==> src/rtl/npc_pkg.sv <==
// Shared NPC core definitions: ifu state encoding, reset/default constants and
// the read-response code. Also imported by the core top and load/store unit.
package npc_pkg;

  localparam logic [31:0] RESET_PC  = 32'h8000_0000;
  localparam logic [31:0] NOP_INST  = 32'h0000_0013;  // addi x0,x0,0
  localparam logic [1:0]  RESP_OKAY = 2'b00;

  typedef enum logic [2:0] {
    IFU_BOOT,
    IFU_REQ,
    IFU_WAIT,
    IFU_HOLD,
    IFU_NEXT
  } ifu_state_e;

  // Instruction fetches must be word aligned.
  function automatic logic word_aligned(input logic [31:0] addr);
    return addr[1:0] == 2'b00;
  endfunction

endpackage

==> src/rtl/ifu_if.sv <==
// Fetch-unit bundle: memory read port (ar/r channels), decode handshake and
// next-PC return path.
//   master : the fetch unit (drives requests, instruction to decode)
//   slave  : memory + decode/back end
interface ifu_if;
  logic        arvalid;
  logic [31:0] araddr;
  logic        arready;
  logic        rvalid;
  logic [31:0] rdata;
  logic [1:0]  rresp;
  logic        rready;
  logic        inst_valid;
  logic        inst_ready;
  logic [31:0] inst;
  logic [31:0] pc;
  logic        fault;
  logic        npc_valid;
  logic [31:0] npc;

  modport master (
    output arvalid, araddr, rready, inst_valid, inst, pc, fault,
    input  arready, rvalid, rdata, rresp, inst_ready, npc_valid, npc
  );

  modport slave (
    input  arvalid, araddr, rready, inst_valid, inst, pc, fault,
    output arready, rvalid, rdata, rresp, inst_ready, npc_valid, npc
  );
endinterface

==> src/rtl/ifu.sv <==
// Multi-cycle instruction fetch unit.
// Holds the architectural PC, issues one read per instruction, captures the
// returned word and hands {inst, pc, fault} to decode, then waits for the
// back end to return the next PC before fetching again.
// Ports:
//   clk  - core clock, all state changes on posedge
//   rst  - asynchronous active-high reset
//   bus  - ifu_if.master: ar/r read port, inst_* decode handshake, npc return
module ifu
  import npc_pkg::*;
(
  input  logic   clk,
  input  logic   rst,
  ifu_if.master  bus
);

  ifu_state_e  state;
  logic [31:0] pc_r;
  logic [31:0] inst_r;
  logic        fault_r;
  logic        arvalid_r;
  logic        rready_r;
  logic        inst_valid_r;

  assign bus.arvalid    = arvalid_r;
  assign bus.araddr     = pc_r;
  assign bus.rready     = rready_r;
  assign bus.inst_valid = inst_valid_r;
  assign bus.inst       = inst_r;
  assign bus.pc         = pc_r;
  assign bus.fault      = fault_r;

  // Handshake outputs are registered alongside the state so they never
  // depend combinationally on inputs. arvalid is only raised when the PC
  // being entered into REQ is aligned; a misaligned REQ issues nothing.
  always_ff @(posedge clk or posedge rst) begin
    if (rst) begin
      state        <= IFU_BOOT;
      pc_r         <= RESET_PC;
      inst_r       <= NOP_INST;
      fault_r      <= 1'b0;
      arvalid_r    <= 1'b0;
      rready_r     <= 1'b0;
      inst_valid_r <= 1'b0;
    end else begin
      case (state)
        IFU_BOOT: begin
          state     <= IFU_REQ;
          arvalid_r <= word_aligned(pc_r);
        end
        IFU_REQ: begin
          if (!word_aligned(pc_r)) begin
            inst_r       <= NOP_INST;
            fault_r      <= 1'b1;
            inst_valid_r <= 1'b1;
            state        <= IFU_HOLD;
          end else if (bus.arready) begin
            arvalid_r <= 1'b0;
            rready_r  <= 1'b1;
            state     <= IFU_WAIT;
          end
        end
        IFU_WAIT: begin
          if (bus.rvalid) begin
            if (bus.rresp == RESP_OKAY) begin
              inst_r  <= bus.rdata;
              fault_r <= 1'b0;
            end else begin
              inst_r  <= NOP_INST;
              fault_r <= 1'b1;
            end
            rready_r     <= 1'b0;
            inst_valid_r <= 1'b1;
            state        <= IFU_HOLD;
          end
        end
        IFU_HOLD: begin
          if (bus.inst_ready) begin
            inst_valid_r <= 1'b0;
            // Same-cycle next PC skips NEXT for a 3-cycle fetch loop.
            if (bus.npc_valid) begin
              pc_r      <= bus.npc;
              arvalid_r <= word_aligned(bus.npc);
              state     <= IFU_REQ;
            end else begin
              state <= IFU_NEXT;
            end
          end
        end
        IFU_NEXT: begin
          if (bus.npc_valid) begin
            pc_r      <= bus.npc;
            arvalid_r <= word_aligned(bus.npc);
            state     <= IFU_REQ;
          end
        end
        default: begin
          state        <= IFU_BOOT;
          arvalid_r    <= 1'b0;
          rready_r     <= 1'b0;
          inst_valid_r <= 1'b0;
        end
      endcase
    end
  end

endmodule

==> src/flat_wrapper.sv <==
// flat-port wrapper written by rule: the top's interface ports become plain ports
module ifu_flat import npc_pkg::*;
  (clk, rst, bus_arvalid, bus_araddr, bus_rready, bus_inst_valid, bus_inst, bus_pc, bus_fault, bus_arready, bus_rvalid, bus_rdata, bus_rresp, bus_inst_ready, bus_npc_valid, bus_npc);
  ifu_if bus_i ();
  input  logic clk;
  input  logic rst;
  output wire logic [$bits(bus_i.arvalid)-1:0] bus_arvalid;
  output wire logic [$bits(bus_i.araddr)-1:0] bus_araddr;
  output wire logic [$bits(bus_i.rready)-1:0] bus_rready;
  output wire logic [$bits(bus_i.inst_valid)-1:0] bus_inst_valid;
  output wire logic [$bits(bus_i.inst)-1:0] bus_inst;
  output wire logic [$bits(bus_i.pc)-1:0] bus_pc;
  output wire logic [$bits(bus_i.fault)-1:0] bus_fault;
  input wire logic [$bits(bus_i.arready)-1:0] bus_arready;
  input wire logic [$bits(bus_i.rvalid)-1:0] bus_rvalid;
  input wire logic [$bits(bus_i.rdata)-1:0] bus_rdata;
  input wire logic [$bits(bus_i.rresp)-1:0] bus_rresp;
  input wire logic [$bits(bus_i.inst_ready)-1:0] bus_inst_ready;
  input wire logic [$bits(bus_i.npc_valid)-1:0] bus_npc_valid;
  input wire logic [$bits(bus_i.npc)-1:0] bus_npc;
  assign bus_arvalid = bus_i.arvalid;
  assign bus_araddr = bus_i.araddr;
  assign bus_rready = bus_i.rready;
  assign bus_inst_valid = bus_i.inst_valid;
  assign bus_inst = bus_i.inst;
  assign bus_pc = bus_i.pc;
  assign bus_fault = bus_i.fault;
  assign bus_i.arready = bus_arready;
  assign bus_i.rvalid = bus_rvalid;
  assign bus_i.rdata = bus_rdata;
  assign bus_i.rresp = bus_rresp;
  assign bus_i.inst_ready = bus_inst_ready;
  assign bus_i.npc_valid = bus_npc_valid;
  assign bus_i.npc = bus_npc;
  ifu u_core (.clk(clk), .rst(rst), .bus(bus_i));
endmodule
==> config.mk <==
export PLATFORM = sky130hd
export DESIGN_NAME = ifu_flat
export DESIGN_NICKNAME = d
export VERILOG_FILES = /design/src/rtl/npc_pkg.sv /design/src/rtl/ifu_if.sv /design/src/rtl/ifu.sv /design/src/flat_wrapper.sv
export SDC_FILE = /design/constraint.sdc
export NUM_CORES = 1
export LEC_CHECK = 0
export BUFFER_PORTS_ARGS = -buffer_cell sky130_fd_sc_hd__buf_2
export CAP_MARGIN = 20
export CORE_AREA = 2 2 116 130
export DETAILED_ROUTE_END_ITERATION = 10
export DIE_AREA = 0 0 118 132
export GPL_TIMING_DRIVEN = 1
export PLACE_DENSITY = 0.6
export SYNTH_ARGS = -nofsm -noshare
export SYNTH_HDL_FRONTEND = slang
export SYNTH_SLANG_ARGS = --single-unit
==> constraint.sdc <==
create_clock -name clk -period 4.4 [get_ports clk]
set_input_delay 0.44 -clock clk [delete_from_list [all_inputs] [get_ports clk]]
set_output_delay 0.44 -clock clk [all_outputs]
set_load 0.01 [all_outputs]
==> results of run 1 <==
==> sequential cells by signal (all words and copies together), names as in the netlist <==
signal / flops
u_core.bus.fault: 1
u_core.state: 3
u_core.bus.rready: 1
u_core.bus.inst: 32
u_core.bus.arvalid: 1
u_core.bus.inst_valid: 1
u_core.bus.araddr: 32
==> logic make-up after synthesis <==
kind of cell,Yosys count
multiplexers,66
AO/OA/AOI/OAI,18
flip-flops,71
buffers and inverters,77
AND/OR/NAND/NOR,59
==> power by group through the flow <==
stage / Sequential (mW) / Clock, mW / Combinational (mW)
after floorplan: 1.17 / 0 / 1.02
after global placement: 1.09 / 0 / 1.36
after global routing: 1.13 / 0.797 / 1.47
final: 1.09 / 0.728 / 1.36
after detailed placement: 1.10 / 0 / 1.38
after CTS: 1.09 / 0.760 / 1.38
==> worst register-to-register path, cell delays in order (launching register included) <==
cell,delay (ns)
dfrtp_1,0.63
nor2b_1,0.27
nand2_1,0.12
a21oi_4,0.80
buf_4,0.38
mux2i_1,0.21
==> worst paths after layout <==
kind	start	endpoint	slack (ns)
hold reg to reg	u_core.bus.arvalid	u_core.bus.arvalid	0.51
hold / removal	rst	u_core.bus.araddr[30]	0.24
max in group asynchronous	rst	u_core.bus.inst[1]	3.16
setup reg to reg	u_core.state[0]	u_core.bus.inst[23]	1.90
setup / recovery	u_core.state[0]	u_core.bus.inst[23]	1.90
min in group clk	bus_npc_valid	u_core.state[2]	0.33
==> stage by stage <==
step | area [µm²] | instances | setup slack, ns | util, % | total power, mW
after CTS | 4573 | 628 | 1.875 | 32.17 | 3.234
after floorplan | 3507 | 291 | 2.170 | - | 2.189
final | 4593 | 629 | 1.902 | 32.31 | 3.179
after detailed placement | 4275 | 612 | 1.888 | 30.07 | 2.476
after global placement | 4275 | 612 | 1.983 | 30.07 | 2.451
after global routing | 4593 | 629 | 1.679 | 32.31 | 3.397
==> cell type report <==
cell class                 count  area (µm²)
clock buffer                  15       267.8
clock inverter                 1       30.03
fill                        1485        9623
inverter                      32       120.1
multi-input combinational    143        1255
sequential                    71        1782
tap                          192       240.2
timing repair buffer         175       898.4
==> cells in the final DEF (no fill, tap or decap), drive strengths merged, types with 3 or more instances in the layout <==
| cell | count |
|---|---|
| mux2i | 30 |
| mux2 | 36 |
| o21ai | 3 |
| a21oi | 5 |
| nand3 | 3 |
| nor2b | 5 |
| clkbuf | 15 |
| dfstp | 4 |
| dfrtp | 67 |
| nor2 | 3 |
| nand2b | 5 |
| nand2 | 36 |
| inv | 32 |
| buf | 175 |
==> per-layer routing <==
| layer | global-route usage, % | up-vias |
|---|---|---|
| met5 | 0 | - |
| met4 | 4.953 | 0 |
| met3 | 3.720 | 9 |
| met2 | 18.38 | 81 |
| met1 | 12.08 | 1215 |
| li1 | - | 1193 |
==> out/results.ini, run 1 <==
[clock_network]
numCtsBuffers = 9
ctsResizeCount = 0
worstSkewPairLatency_ns = 0.33
cts_max_level = 3
tritoncts = done
cts_setup_buffers = 0
cts.sinks = 71
cts_hold_buf = 0
root_buffer = clkbuf_16
clk_pin_slew_ns = 0.05
clock_path_buffers = 2

[floorplan]
coreArea_mm2 = 0.01422
die_w_um = 118
start_util_pct = 24.67
ioPinCount = 172
die_h_um = 132
die-area_mm2 = 0.01558
rows = 46

[setup_path]
arrival_ns = 2.75
crit_chain = nor2b_1 > nand2_1 > a21oi_4 > buf_4 > mux2i_1
critical_path_class = register to register
crit_fanout = 24
reg2reg_depth = 5
slowest_stage = a21oi_4
critPathRequiredTime_ns = 4.65
critPathBufInv = 1
worstSetupPathDepth = 5
crit_family = compound AO/OA/AOI/OAI gates
max_stage_delay_ns = 0.80
start_kind = register
end_kind = register

[placed_design]
dp_hpwl_mm = 5.888
io_buffers = 171
gp_congestion = 0.7402

[logic_synthesis]
ys_ff_latch = 71
synth-edff-count = 0
yosysWarnings = 0
seq_area_frac_synth_pct = 50.80
synthTopCellsByCount = dfrtp_1 (67), nand2_1 (34), buf_4 (33)
synthMostInstantiatedCell = dfrtp_1
synth_adder_area_share_pct = 0
yosysTopAreaCellShare_pct = 47.81
synth_top_family_by_area = multiplexers
synth_area_mm2 = 0.003507
synth_mux_area_share_pct = 23.33
synth_compound_area_share_pct = 4.103
ys_types = 36
yosysTopAreaCell = dfrtp_1
syn_inst = 291
synth-async-reset-ratio_pct = 100.0
synth_area_per_cell_um2 = 12.05
synthXorXnorAreaFrac_pct = 0
synth-simple-area-share_pct = 8.348
synth_fp_nets = 363
synth.area.top_cells = dfrtp_1 (48%), mux2_4 (13%), mux2i_1 (8.6%)
ys.flop_type = dfrtp_1

[power]
powerDensity_mw_per_mm2 = 692.1
vdd_drop_max_uv = 285.1
p_leak_nw = 2.351
power_frac_comb_pct = 42.7
p_seq_share_pct = 34.4
p_sw_mw = 1.107
p_clk_share_pct = 22.9
p_int_mw = 2.072
switching_share_pct = 34.83

[global_routing]
grt_max_degree = 38
grt_pass1_wl_mm = 13.27
grt_pass1_vias = 2612
antenna_found_initial = 0
grt_overflow = 0
grtUsageTotal_pct = 10.77

[timing]
clock-skew-final_ns = 0.009308
hold_slack_ns = 0.2369
min_period_over_period_pct = 56.77
slew_violations = 0
worst_pin_slew_ns = 1.005
hold_viol_final = 0
setup_viol = 0
fmax_ghz = 0.4003
rsz0062_at_grt = false
slew-limit-headroom_pct = 32.88
fin_crit_ns = 2.498
fin_tns_setup_ns = 0

[route]
wl_met2_mm = 4.225
wire_per_inst_um = 12.84
drc = 0
dr.pass1.iters = 4
wl_mm = 8.078
via_per_inst = 3.971
drt-met1-wl_mm = 3.249
dr.max_layer_used = met4
detail_route.iter0.violations = 62
drtAntennaViolNets = 0
vias = 2498
wl_met3_um = 441

[final_layout]
nets = 504
area_growth_pct = 30.97
final_layout_size_suffix_gt1_share_pct = 54.00
n_antenna_cell = 0

[run_status]
status = finished, final reports clean

[hold_path]
hold_path_class = input port to asynchronous set/reset pin

[job]
maxCapViolations = 0

(Power assumes the default switching activity.)
==> run 2: changes to the inputs <==
clock period = 2.45 ns   (was 4.4 ns; I/O delays follow)
==> out/results.ini, run 2 (synthesis results as in run 1) <==
[clock_network]
cts_hold_buf = 0
numCtsBuffers = 9
root_buffer = clkbuf_16
clk_pin_slew_ns = 0.06
tritoncts = done
cts_max_level = 3
cts_setup_buffers = 0
ctsResizeCount = 0
cts.sinks = 71
worstSkewPairLatency_ns = 0.33
clock_path_buffers = 2

[route]
drc = 0
wl_mm = 8.338
dr.pass1.iters = 4
via_per_inst = 4.013
detail_route.iter0.violations = 61
vias = 2544
drtAntennaViolNets = 0
wire_per_inst_um = 13.15

[timing]
clock-skew-final_ns = 0.006484
worst_pin_slew_ns = 0.5296
hold_viol_final = 19
hold_slack_ns = -0.01804
rsz0062_at_grt = false
min_period_over_period_pct = 79.64
fmax_ghz = 0.5125
fin_tns_setup_ns = 0
setup_ws_ns = 0.4989
fin_crit_ns = 1.951
slew-limit-headroom_pct = 64.70
slew_violations = 0
setup_viol = 0

[global_routing]
grt_pass1_vias = 2599
grtUsageTotal_pct = 10.94
antenna_found_initial = 0
grt_overflow = 0
grt_max_degree = 72
grt_pass1_wl_mm = 13.35

[run_status]
status = complete, but fails checks
violations = hold timing

[placed_design]
gp_congestion = 0.7690
dpl_cell_area_mm2 = 0.004358
placed_cells = 618
io_buffers = 171
dp_hpwl_mm = 6.095
pre_cts_slack_ns = 0.4359

[floorplan]
start_util_pct = 24.67
die_w_um = 118
ioPinCount = 172
die_h_um = 132
die-area_mm2 = 0.01558
rows = 46
coreArea_mm2 = 0.01422

[final_layout]
fin_cells = 634
fin_util_pct = 32.74
n_antenna_cell = 0
layout_commonest_cell = buf_2
area_growth_pct = 32.71
final_cell_mix = buf_2 (171), dfrtp_1 (67), nand2_1 (34)
final_cell_area_mm2 = 0.004654
fillCellCount = 1459
final_layout_size_suffix_gt1_share_pct = 55.20
nets = 509

[power]
power_mw = 5.780
vdd_drop_max_uv = 460.4
power_frac_comb_pct = 43.9
p_seq_share_pct = 34.1
p_sw_mw = 2.029
p_clk_share_pct = 22.1
powerDensity_mw_per_mm2 = 1242
switching_share_pct = 35.11
p_int_mw = 3.750
p_leak_nw = 2.386

[setup_path]
arrival_ns = 2.21
critical_path_class = register to register
start_kind = register
crit_fanout = 14
end_kind = register
critPathRequiredTime_ns = 2.70

[job]
maxCapViolations = 0

[hold_path]
hold_path_class = input port to asynchronous set/reset pin

run 2: cell types whose count changed in the layout (fill, tap and decap cells not counted):
cell	previous run	this run
clkinvlp_4	0	1
buf_4	3	6
bufinv_16	1	0
clkbuf_8	2	4
clkinv_2	0	1
clkbuf_1	4	1
buf_12	1	3
run 2: layer usage:
| metal | wire length (µm) | vias up | part of all wire [%] | global-route usage (%) |
|---|---|---|---|---|
| met4 | 216 | 0 | 2.6 | 6.426 |
| met5 | 0 | - | 0 | 0 |
| li1 | - | 1210 | - | - |
| met1 | 3410 | 1233 | 41 | 12.90 |
| met2 | 4276 | 86 | 51 | 17.99 |
| met3 | 435 | 15 | 5.2 | 2.811 |
run 2: final cells by class:
type | count | area [µm²] | share of cell area (%)
timing repair buffer | 180 | 960.9 | 20.65
clock inverter | 2 | 12.51 | 0.2688
sequential | 71 | 1782 | 38.28
multi-input combinational | 143 | 1255 | 26.96
tap | 192 | 240.2 | 5.161
inverter | 32 | 120.1 | 2.581
clock buffer | 14 | 284.0 | 6.102
run 2: path summary, 6_finish.rpt:
check / startpoint / endpoint / slack [ns] / depth (start not counted)
max reg2reg: u_core.state[0] / u_core.bus.inst[9] / 0.50 / 5
min in group clk: bus_npc[26] / u_core.bus.araddr[26] / 0.14 / 2
min: rst / u_core.bus.araddr[16] / -0.02 / 3
min reg2reg: u_core.bus.inst[25] / u_core.bus.inst[25] / 0.51 / 2
max in group asynchronous: rst / u_core.bus.inst[4] / 2.11 / 3
max: u_core.state[0] / u_core.bus.inst[9] / 0.50 / 5
run 2: power groups by stage:
stage | registers, mW | logic [mW] | clock network, mW
global route | 2.04 | 2.72 | 1.38
global placement | 1.96 | 2.54 | 0
detailed placement | 1.98 | 2.58 | 0
CTS | 1.97 | 2.59 | 1.33
finish | 1.97 | 2.54 | 1.28
floorplan | 2.09 | 1.84 | 0
run 2: critical path, cell delays in order, from the launching register on:
cell and delay, ns:
dfrtp_1 0.62, nor2b_1 0.27, nand2_1 0.12, a21oi_4 0.42, buf_4 0.24, mux2i_1 0.20
